$ cat config.mk
export PLATFORM = sky130hd
export DESIGN_NAME = mdu_sequencer
export DESIGN_NICKNAME = d
export VERILOG_FILES = /design/src/rtl/mdu_sequencer.sv
export SDC_FILE = /design/constraint.sdc
export NUM_CORES = 1
export LEC_CHECK = 0
export BUFFER_PORTS_ARGS = -buffer_cell sky130_fd_sc_hd__buf_2
export CAP_MARGIN = 20
export CORE_MARGIN = 3
export CORE_UTILIZATION = 33
export CTS_CLUSTER_SIZE = 8
export DETAILED_ROUTE_END_ITERATION = 12
export GPL_TIMING_DRIVEN = 0
export HOLD_SLACK_MARGIN = 0.15
export PLACE_DENSITY = 0.56
export SYNTH_ARGS = -nofsm -noshare
export SYNTH_HDL_FRONTEND = slang
export SYNTH_SLANG_ARGS = --single-unit
$ cat constraint.sdc
create_clock -name clk -period 6.49 [get_ports clk]
set_clock_uncertainty 0.05 [all_clocks]
set_input_delay 1.298 -clock clk [delete_from_list [all_inputs] [get_ports clk]]
set_output_delay 1.298 -clock clk [all_outputs]
set_load 0.02 [all_outputs]
$ cat src/rtl/mdu_sequencer.sv
// Iterative radix-2 multiply/divide unit for the execute stage.
// One shared shift-add / restoring-subtract step per cycle, one op in flight.
module mdu_sequencer #(
  parameter int XLEN  = 32,
  parameter int CNT_W = 6
) (
  input  logic            clk,
  input  logic            reset,
  input  logic            startE,
  input  logic [2:0]      opE,
  input  logic [XLEN-1:0] src1E,
  input  logic [XLEN-1:0] src2E,
  input  logic            flushE,
  output logic            stallE,
  output logic            busy,
  output logic            doneE,
  output logic [XLEN-1:0] resultE,
  output logic [1:0]      state_dbg
);

  // Handshake: startE is a level held by E while stallE=1. An accepted op
  // raises stallE in the accept cycle and throughout RUN; doneE pulses for one
  // cycle with stallE=0, and that cycle's startE is the same instruction.
  typedef enum logic [1:0] {
    S_IDLE = 2'd0,
    S_RUN  = 2'd1,
    S_DONE = 2'd2
  } state_t;

  localparam logic [2:0] OP_MUL   = 3'b000;
  localparam logic [2:0] OP_MULH  = 3'b001;
  localparam logic [2:0] OP_RSVD  = 3'b010;
  localparam logic [2:0] OP_MULHU = 3'b011;
  localparam logic [2:0] OP_DIV   = 3'b100;
  localparam logic [2:0] OP_DIVU  = 3'b101;
  localparam logic [2:0] OP_REM   = 3'b110;
  localparam logic [2:0] OP_REMU  = 3'b111;

  localparam logic [XLEN-1:0] MIN_NEG = {1'b1, {(XLEN-1){1'b0}}};

  state_t              state_q, state_d;
  logic [2:0]          op_q, op_d;
  logic [CNT_W-1:0]    cnt_q, cnt_d;
  logic [2*XLEN-1:0]   acc_q, acc_d;
  logic [XLEN-1:0]     opb_q, opb_d;
  logic                neg_q, neg_d;
  logic                dneg_q, dneg_d;
  logic [XLEN-1:0]     result_q, result_d;

  logic                stall_c;
  logic                is_div, is_rem, signed_op;
  logic                a_neg, b_neg;
  logic [XLEN-1:0]     a_mag, b_mag;
  logic [XLEN:0]       add_hi;
  logic [2*XLEN-1:0]   mul_next;
  logic [XLEN:0]       r_sh;
  logic [XLEN:0]       diff;
  logic                ge;
  logic [2*XLEN-1:0]   div_next;
  logic [2*XLEN-1:0]   iter_next;
  logic [2*XLEN-1:0]   prod;
  logic [XLEN-1:0]     quot, rem;
  logic [XLEN-1:0]     fin;

  // Operand decode for the op currently presented by E.
  always_comb begin
    is_div    = opE[2];
    is_rem    = opE[2] & opE[1];
    signed_op = (opE == OP_MULH) || (opE == OP_DIV) || (opE == OP_REM);
    a_neg     = signed_op & src1E[XLEN-1];
    b_neg     = signed_op & src2E[XLEN-1];
    a_mag     = a_neg ? -src1E : src1E;
    b_mag     = b_neg ? -src2E : src2E;
  end

  // acc holds {partial product, multiplier} for MUL, {remainder, dividend/quotient} for DIV.
  always_comb begin
    add_hi   = {1'b0, acc_q[2*XLEN-1:XLEN]} + {1'b0, opb_q};
    mul_next = acc_q[0] ? {add_hi, acc_q[XLEN-1:1]} : {1'b0, acc_q[2*XLEN-1:1]};
    r_sh     = {acc_q[2*XLEN-1:XLEN], acc_q[XLEN-1]};
    diff     = r_sh - {1'b0, opb_q};
    ge       = (r_sh >= {1'b0, opb_q});
    div_next = ge ? {diff[XLEN-1:0], acc_q[XLEN-2:0], 1'b1}
                  : {r_sh[XLEN-1:0], acc_q[XLEN-2:0], 1'b0};
    iter_next = op_q[2] ? div_next : mul_next;
  end

  // Sign fixup on the final iteration result.
  always_comb begin
    prod = neg_q ? -iter_next : iter_next;
    quot = iter_next[XLEN-1:0];
    rem  = iter_next[2*XLEN-1:XLEN];
    case (op_q)
      OP_MUL:            fin = prod[XLEN-1:0];
      OP_MULH, OP_MULHU: fin = prod[2*XLEN-1:XLEN];
      OP_DIV, OP_DIVU:   fin = neg_q ? -quot : quot;
      OP_REM, OP_REMU:   fin = dneg_q ? -rem : rem;
      default:           fin = '0;
    endcase
  end

  always_comb begin
    state_d  = state_q;
    op_d     = op_q;
    cnt_d    = cnt_q;
    acc_d    = acc_q;
    opb_d    = opb_q;
    neg_d    = neg_q;
    dneg_d   = dneg_q;
    result_d = result_q;
    stall_c  = 1'b0;
    doneE    = 1'b0;
    case (state_q)
      S_IDLE: begin
        if (startE && !flushE) begin
          stall_c = 1'b1;
          op_d    = opE;
          cnt_d   = CNT_W'(XLEN);
          if (opE == OP_RSVD) begin
            result_d = '0;
            state_d  = S_DONE;
          end else if (is_div && (src2E == '0)) begin
            result_d = is_rem ? src1E : '1;
            state_d  = S_DONE;
          end else if (is_div && !opE[0] && (src1E == MIN_NEG) && (src2E == '1)) begin
            result_d = is_rem ? '0 : MIN_NEG;
            state_d  = S_DONE;
          end else begin
            acc_d   = {{XLEN{1'b0}}, a_mag};
            opb_d   = b_mag;
            neg_d   = a_neg ^ b_neg;
            dneg_d  = a_neg;
            state_d = S_RUN;
          end
        end
      end
      S_RUN: begin
        if (flushE) begin
          state_d = S_IDLE;
        end else begin
          stall_c = 1'b1;
          acc_d   = iter_next;
          cnt_d   = cnt_q - CNT_W'(1);
          if (cnt_q == CNT_W'(1)) begin
            result_d = fin;
            state_d  = S_DONE;
          end
        end
      end
      S_DONE: begin
        doneE   = 1'b1;
        state_d = S_IDLE;
      end
      default: state_d = S_IDLE;
    endcase
  end

  always_ff @(posedge clk or negedge reset) begin
    if (!reset) begin
      state_q  <= S_IDLE;
      op_q     <= '0;
      cnt_q    <= '0;
      acc_q    <= '0;
      opb_q    <= '0;
      neg_q    <= 1'b0;
      dneg_q   <= 1'b0;
      result_q <= '0;
    end else begin
      state_q  <= state_d;
      op_q     <= op_d;
      cnt_q    <= cnt_d;
      acc_q    <= acc_d;
      opb_q    <= opb_d;
      neg_q    <= neg_d;
      dneg_q   <= dneg_d;
      result_q <= result_d;
    end
  end

  // The accept-cycle stall is combinational from startE, so it is masked while reset is low.
  assign stallE    = stall_c & reset;
  assign busy      = (state_q != S_IDLE);
  assign resultE   = result_q;
  assign state_dbg = state_q;

endmodule

=== After elaboration in Yosys (flattened, before gate mapping) ===
Cells that the tools add are included.

* Add/subtract/negate cells: 8
* Magnitude comparators: 1
* Equal/unequal tests: 23
* Mux-type cells: 38
* Bitwise gates (word level): 8
* Reduce and logical (&&, ||, !) cells: 23

{| class="wikitable"
|+ Operator list
! kind !! number
|-
| two-way mux 64 bit || 9
|-
| two-way mux 32 bit || 12
|-
| negator 32 bit || 4
|-
| case mux 32 bit (4 select lines) || 1
|-
| case mux 64 bit (2 select lines) || 1
|-
| == test 32 bit, second input constant || 2
|-
| negator 64 bit || 1
|-
| case mux 32 bit (2 select lines) || 1
|-
| adder 32 x 32 -> 33 bit || 1
|-
| >= comparator 33 x 32 -> 1 bit || 1
|-
| logical NOT 32 bit || 1
|-
| subtractor 32 bit || 1
|-
| == test 3 bit, second input constant || 6
|-
| two-way mux 2 bit || 6
|-
| two-way mux 6 bit || 2
|-
| inequality test 2 bit, second input constant || 6
|-
| case mux 6 bit (2 select lines) || 1
|-
| AND reduction 5 bit || 2
|-
| == test 3 x 1 -> 1 bit, second input constant || 2
|-
| == test 3 x 2 -> 1 bit, second input constant || 2
|-
| == test 6 x 1 -> 1 bit, second input constant || 1
|-
| AND reduction 6 bit || 1
|-
| OR reduction 2 bit || 3
|-
| subtractor 6 x 1 -> 6 bit, second input constant || 1
|-
| 18 further kinds || 33
|}

* Register bits after elaboration: 141
* Bits of input ports: 71

=== Longest topological paths before layout ===
* Depth in word-level cells: 10
* Gate-level depth with buffers: 26
* Depth with buffers taken out: 21

=== Least setup slack after synthesis ===
OpenSTA, ideal clock, no wires.

* Path kind: reg2reg
* Start point: reg op_q[2]
* End point: reg result_q[22], in the netlist resultE[22]
* Library setup time: 0.126 ns
* Data arrival time: 6.000 ns
* Required time: 6.314 ns
* Path slack: 0.314 ns
* Cell stages (with the launch flop): 23
* Path buffers: 10
* Period minus slack after synthesis: 6.176 ns
* Path through: dfrtp_1 > clkbuf_1 > clkbuf_1 > buf_2 > buf_1 > clkbuf_1 > buf_1 > buf_1 > clkbuf_1 > buf_1 > mux2i_1 > inv_1 > ha_1 > inv_1 > nor3_1 > or4b_4 > or2_1 > or4_1 > buf_2 > o311a_1 > o21ai_1 > nand4_1 > a221o_1

* Word-level cells in the longest chain between the ends: 7
* Elaborated cells on any way between the ends: 21
* Those cells by class: add/sub (3); eq/ne (6); mux (8); reduce/logical (4)

{| class="wikitable"
|+ Ends and longest elaborated chain
! element !! RTL line !! source
|-
| start, declared || 42 || <nowiki>logic [2:0] op_q, op_d;</nowiki>
|-
| start signal, assigned || 170 || <nowiki>op_q <= op_d;</nowiki>
|-
| two-way mux 64 bit || 85 || <nowiki>iter_next = op_q[2] ? div_next : mul_next;</nowiki>
|-
| negator 64 bit, or another cell as far along || 90 || <nowiki>prod = neg_q ? -iter_next : iter_next;</nowiki>
|-
| two-way mux 64 bit, or another cell as far along || 90 ||
|-
| case mux 32 bit (4 select lines) * || 93 || <nowiki>case (op_q)</nowiki>
|-
| two-way mux 32 bit * || 144 || <nowiki>if (cnt_q == CNT_W'(1)) begin</nowiki>
|-
| two-way mux 32 bit * || 138 || <nowiki>if (flushE) begin</nowiki>
|-
| case mux 32 bit (2 select lines) * || 113 || <nowiki>case (state_q)</nowiki>
|-
| end signal, assigned || 176 || <nowiki>result_q <= result_d;</nowiki>
|-
| end, declared || 48 || <nowiki>logic [XLEN-1:0] result_q, result_d;</nowiki>
|}

Mark *: on every way between the ends. The rest lies on a longest branch, timed or not. The select of a mux whose other input is x is not followed.
A chain may end at the register's enable or synchronous reset.

=== Worst setup path after layout ===
* Start point: reg acc_q[58]
* End point: reg result_q[26], in the netlist resultE[26]

* Word-level cells in the longest chain between the ends: 9
* Elaborated cells on any way between the ends: 15
* Those cells by class: add/sub (4); order compare (1); mux (10)

{| class="wikitable"
|+ Ends and longest elaborated chain
! element !! RTL line !! source
|-
| start, declared || 44 || <nowiki>logic [2*XLEN-1:0] acc_q, acc_d;</nowiki>
|-
| start signal, assigned || 163 || <nowiki>acc_q <= '0;</nowiki>
|-
| start signal, assigned || 172 || <nowiki>acc_q <= acc_d;</nowiki>
|-
| adder 32 x 32 -> 33 bit or >= comparator 33 x 32 -> 1 bit (tied branches) || 78, 82 ||
|-
| two-way mux 64 bit, on equally long branches || 79, 83 ||
|-
| two-way mux 64 bit * || 85 ||
|-
| negator 64 bit, or another cell as far along || 90 ||
|-
| two-way mux 64 bit, or another cell as far along || 90 ||
|-
| case mux 32 bit (4 select lines) * || 93 ||
|-
| two-way mux 32 bit * || 144 ||
|-
| two-way mux 32 bit * || 138 ||
|-
| case mux 32 bit (2 select lines) * || 113 ||
|}

Marked as above.

==> reports/results.md <==
### Final layout
* 2933 — number of non-filler instances in the completed layout
* 0.133 — layout cells sized above 1
* 18300 sq um — post-route cell area
* 16.6% — layout overhead on the synthesized area
* 2456 — Total Nets Final
* 0.391 — post-layout util
* 4906 — fillers

### Power
* 4.18 mW — internal power consumption
* 0.104 — clock share of power
* 0.161 — Flop pwr share
* 9.73 mW — total power consumption of the routed design
* 7.24 nW — Leak Pwr
* 532 nW/um^2 — Power per Cell Area
* 0.234 mV — worst supply voltage drop on vdd
* 0.571 — switching part of the total power
* 5.55 mW — net switching power of the design
* 0.735 — part of the total power dissipated in combinational logic

### Yosys
* 89 — Netlist cell types
* 260 x sky130_fd_sc_hd__nand2_1, 233 x sky130_fd_sc_hd__o21ai_0, 186 x sky130_fd_sc_hd__a21oi_1, 181 x sky130_fd_sc_hd__nor2_1, 141 x sky130_fd_sc_hd__dfrtp_1 — ranking of synthesized cells by instance count
* 15700 sq um — post-synth design cell area
* 0 — Syn. warnings
* 0.225 — portion of the post-synthesis area used by sequential elements
* 141 — flip-flop and latch count after synthesis
* sky130_fd_sc_hd__nand2_1 — count leader, synth
* 0.234 — simple-gate area share of the yosys netlist
* 0.0592 — adder and majority cell fraction of the synthesized area
* 0.225 — area share of the largest cell type after synthesis
* 0.0342 — multiplexer share of the synthesized area
* sky130_fd_sc_hd__dfrtp_1 — cell taking the most area after synthesis
* compound AO/OA/AOI/OAI gates — combinational family with the most area after synthesis
* 2151 — Post-Synthesis Cells
* 2295 — number of nets produced by synthesis
* sky130_fd_sc_hd__dfrtp_1 — dominant synthesized flop cell
* 0.0882 — Post-Synth XOR/XNOR Area
* 0.308 — area fraction in compound gates after synthesis
* 1.00 — share of synthesized flip-flops with an asynchronous set or reset
* sky130_fd_sc_hd__dfrtp_1 22%, sky130_fd_sc_hd__o21ai_0 7.4%, sky130_fd_sc_hd__nand2_1 6.2% — top area cells in the synthesized netlist
* 0 — number of synthesized flops with an enable pin
* 7.29 sq um — Mapped Avg Cell Area

### Setup path
* flop to flop — category of the critical setup timing path
* 10 — maximum fanout encountered on the critical timing path
* acc_q[58] — startpoint of the worst register-to-register path
* resultE[26] — reg2reg end
* flop — crit path launch type
* 6.78 ns — Required @ worst endpoint
* 6.71 ns — Crit path arrival time
* 23 — number of cell instances on the worst register-to-register path
* 0.07 ns — worst-case register-to-register setup slack
* flop — Setup crit end kind

### Run status
* finished, final reports clean — run status

### CTS
* 0 — hold_buf cts
* 141 — count of clock tree sinks
* 4 — count of H-tree levels built during CTS
* 0.07 ns — clock-pin slew reported for the worst setup and hold paths after clock tree synthesis
* built — clock tree from TritonCTS
* 17 — total CTS buffers
* sky130_fd_sc_hd__clkbuf_16 — clock root buffer master
* 0.50 ns — clock insertion delay at the later pin of the skew report
* 2 — Max clock buf depth

### STA
* 1.17 ns — Worst Max-Slew Pin Slew
* 0.156 GHz — maximum clock frequency
* 0.0693 ns — worst setup margin
* 0 — max-slew violations
* 0.442 ns — post-route worst hold slack
* 0 — final hold violation count
* 0.216 — headroom to the max-slew limit
* 0 ns — total negative slack
* 0 — total setup violations reported at the end of the flow
* no — unrepaired setup endpoints after global routing
* 0.989 — final worst path period share
* 6.42 ns — time the final worst path needs with I/O delays and setup

### Global route
* 16900 — via count of the first global-routing pass
* 83 — maximum number of pins on one net before global-route repair
* 3 — number of antenna violations at the first check in global routing
* 0.443 — met2 track demand over resource
* 0.430 — met1 Resource Use GR
* met2 — layer with the highest usage
* 0 — total grt overflow
* 0.297 — GRT Overall Usage
* 0.0474 — M3 GR Usage
* 112000 um — first-pass GRT wire length

### Hold path
* 2 — Worst Hold Depth
* resultE[9] — sink of the worst hold path
* flop to flop — classification of the worst-slack hold path
* resultE[9] — worst min-delay path startpoint

### Placement
* 17000 sq um — Placed Instance Area
* 2869 — number of cells in the design after placement
* 61000 um — DP Wirelength
* 1.04 — placer congestion estimate
* -3.39 ns — setup slack after placement
* 107 — PortBufs

### Detailed routing
* 76300 um — total wirelength of the detailed-routed design
* 18500 — vias
* 0 — antenna viol nets, final
* 6 — First-pass DRT Iterations
* 26.0 um — Avg WL per Cell
* 6.30 — per-cell via count in the routed design
* 0 — # DRC
* 2297 — number of design-rule violations left by the first detailed-router iteration

### Die
* 224 um — die span in x
* 224 um — die height
* 46800 sq um — placeable core region
* 108 — boundary pin count
* 0.336 — starting utilization of the core area
* 79 — standard-cell rows
* 50200 sq um — total die area

### Job
* 0 — count of max-cap constraint violations

[cell families (layout without fill, tap and decap cells)]
kind of cell / after synthesis / after routing
buffers and inverters: 205 / 379
AOI/OAI and AO/OA: 759 / 759
DFF: 141 / 141
muxes: 52 / 52
xor gates and xnor gates: 158 / 158
other: 0 / 1
and+or+nand+nor: 763 / 763
adders and majority gates: 73 / 73
[layout by cell type (no fill, tap or decap), types with 35 or more instances in the layout]
cell                       instances
sky130_fd_sc_hd__nand2_1         260
sky130_fd_sc_hd__o21ai_0         232
sky130_fd_sc_hd__nor2_1          180
sky130_fd_sc_hd__a21oi_1         179
sky130_fd_sc_hd__dfrtp_1         125
sky130_fd_sc_hd__buf_2           117
sky130_fd_sc_hd__xnor2_1         101
sky130_fd_sc_hd__clkbuf_1         90
sky130_fd_sc_hd__inv_1            69
sky130_fd_sc_hd__ha_1             64
sky130_fd_sc_hd__xor2_1           57
sky130_fd_sc_hd__nor3_1           55
sky130_fd_sc_hd__buf_4            43
sky130_fd_sc_hd__mux2i_1          37
sky130_fd_sc_hd__nand3_1          36
sky130_fd_sc_hd__nand4_1          35
[per-layer routing]
layer / share of wire / vias up / routed length [um]
li1: - / 8302 / -
met1: 0.45 / 9067 / 34000
met2: 0.42 / 956 / 32400
met3: 0.090 / 165 / 6840
met4: 0.039 / 0 / 3000
met5: 0 / - / 0
[timing repair]
| action | 4_1_cts | 5_1_grt |
|---|---|---|
| setup buffers | 17 | 20 |
| resized for setup | 69 | 43 |
| setup endpoints to repair | 47 | 11 |
| hold endpoints to repair | 0 | 0 |
| pin swaps | 14 | 16 |
[worst max-delay path by stage]
stage                  end  depth (start not counted)      start
2_1_floorplan  resultE[22]                         22    op_q[2]
3_3_place_gp   resultE[26]                         22    op_q[2]
3_5_place_dp   resultE[26]                         22    op_q[2]
4_1_cts        resultE[26]                         22  acc_q[61]
5_1_grt        resultE[22]                         25   opb_q[7]
6_report       resultE[26]                         23  acc_q[58]
[final cells by class]
type / instances / area, sq um / area share
clock buffers: 18 / 439 / 0.0240
well taps: 607 / 759 / 0.0415
flip-flops and latches: 141 / 3550 / 0.194
multi-input cells: 1805 / 11700 / 0.640
diodes: 1 / 2.50 / 0.000137
clock inverters: 14 / 136 / 0.00745
repair buffers: 148 / 867 / 0.0474
plain buffers: 125 / 559 / 0.0306
inverters: 74 / 278 / 0.0152
[power by group through the flow]
stage	clock network, mW	logic [mW]	registers [mW]
after floorplan	0	4.28	1.46
after global placement	0	6.38	1.56
after detailed placement	0	6.42	1.56
after CTS	1.04	6.71	1.56
after global routing	1.07	7.60	1.59
final	1.01	7.16	1.57
[worst max-delay path, stage by stage, from the launching register on]
cell and delay (ns):
sky130_fd_sc_hd__dfrtp_1 0.47, sky130_fd_sc_hd__ha_1 0.47, sky130_fd_sc_hd__nand4_1 0.21, sky130_fd_sc_hd__or4_4 0.57
sky130_fd_sc_hd__o31ai_4 0.26, sky130_fd_sc_hd__o21bai_4 0.23, sky130_fd_sc_hd__buf_6 0.15, sky130_fd_sc_hd__nor2_4 0.06
sky130_fd_sc_hd__buf_4 0.18, sky130_fd_sc_hd__buf_4 0.21, sky130_fd_sc_hd__mux2i_2 0.20, sky130_fd_sc_hd__mux2i_2 0.14
sky130_fd_sc_hd__inv_1 0.13, sky130_fd_sc_hd__ha_1 0.17, sky130_fd_sc_hd__inv_1 0.08, sky130_fd_sc_hd__nor3_2 0.18
sky130_fd_sc_hd__or4b_4 0.54, sky130_fd_sc_hd__or2_4 0.28, sky130_fd_sc_hd__or4_1 0.49, sky130_fd_sc_hd__clkbuf_4 0.20
sky130_fd_sc_hd__o41ai_2 0.24, sky130_fd_sc_hd__xnor2_1 0.12, sky130_fd_sc_hd__a222oi_1 0.44, sky130_fd_sc_hd__o221ai_1 0.18
[registers in the layout (all words and copies together), names as in the netlist]
| signal | count |
|---|---|
| acc_q | 64 |
| opb_q | 32 |
| resultE | 32 |
| cnt_q | 6 |
| op_q | 3 |
| state_dbg | 2 |
| dneg_q | 1 |
| neg_q | 1 |
No activity file was read; power rests on OpenSTA's default activity.
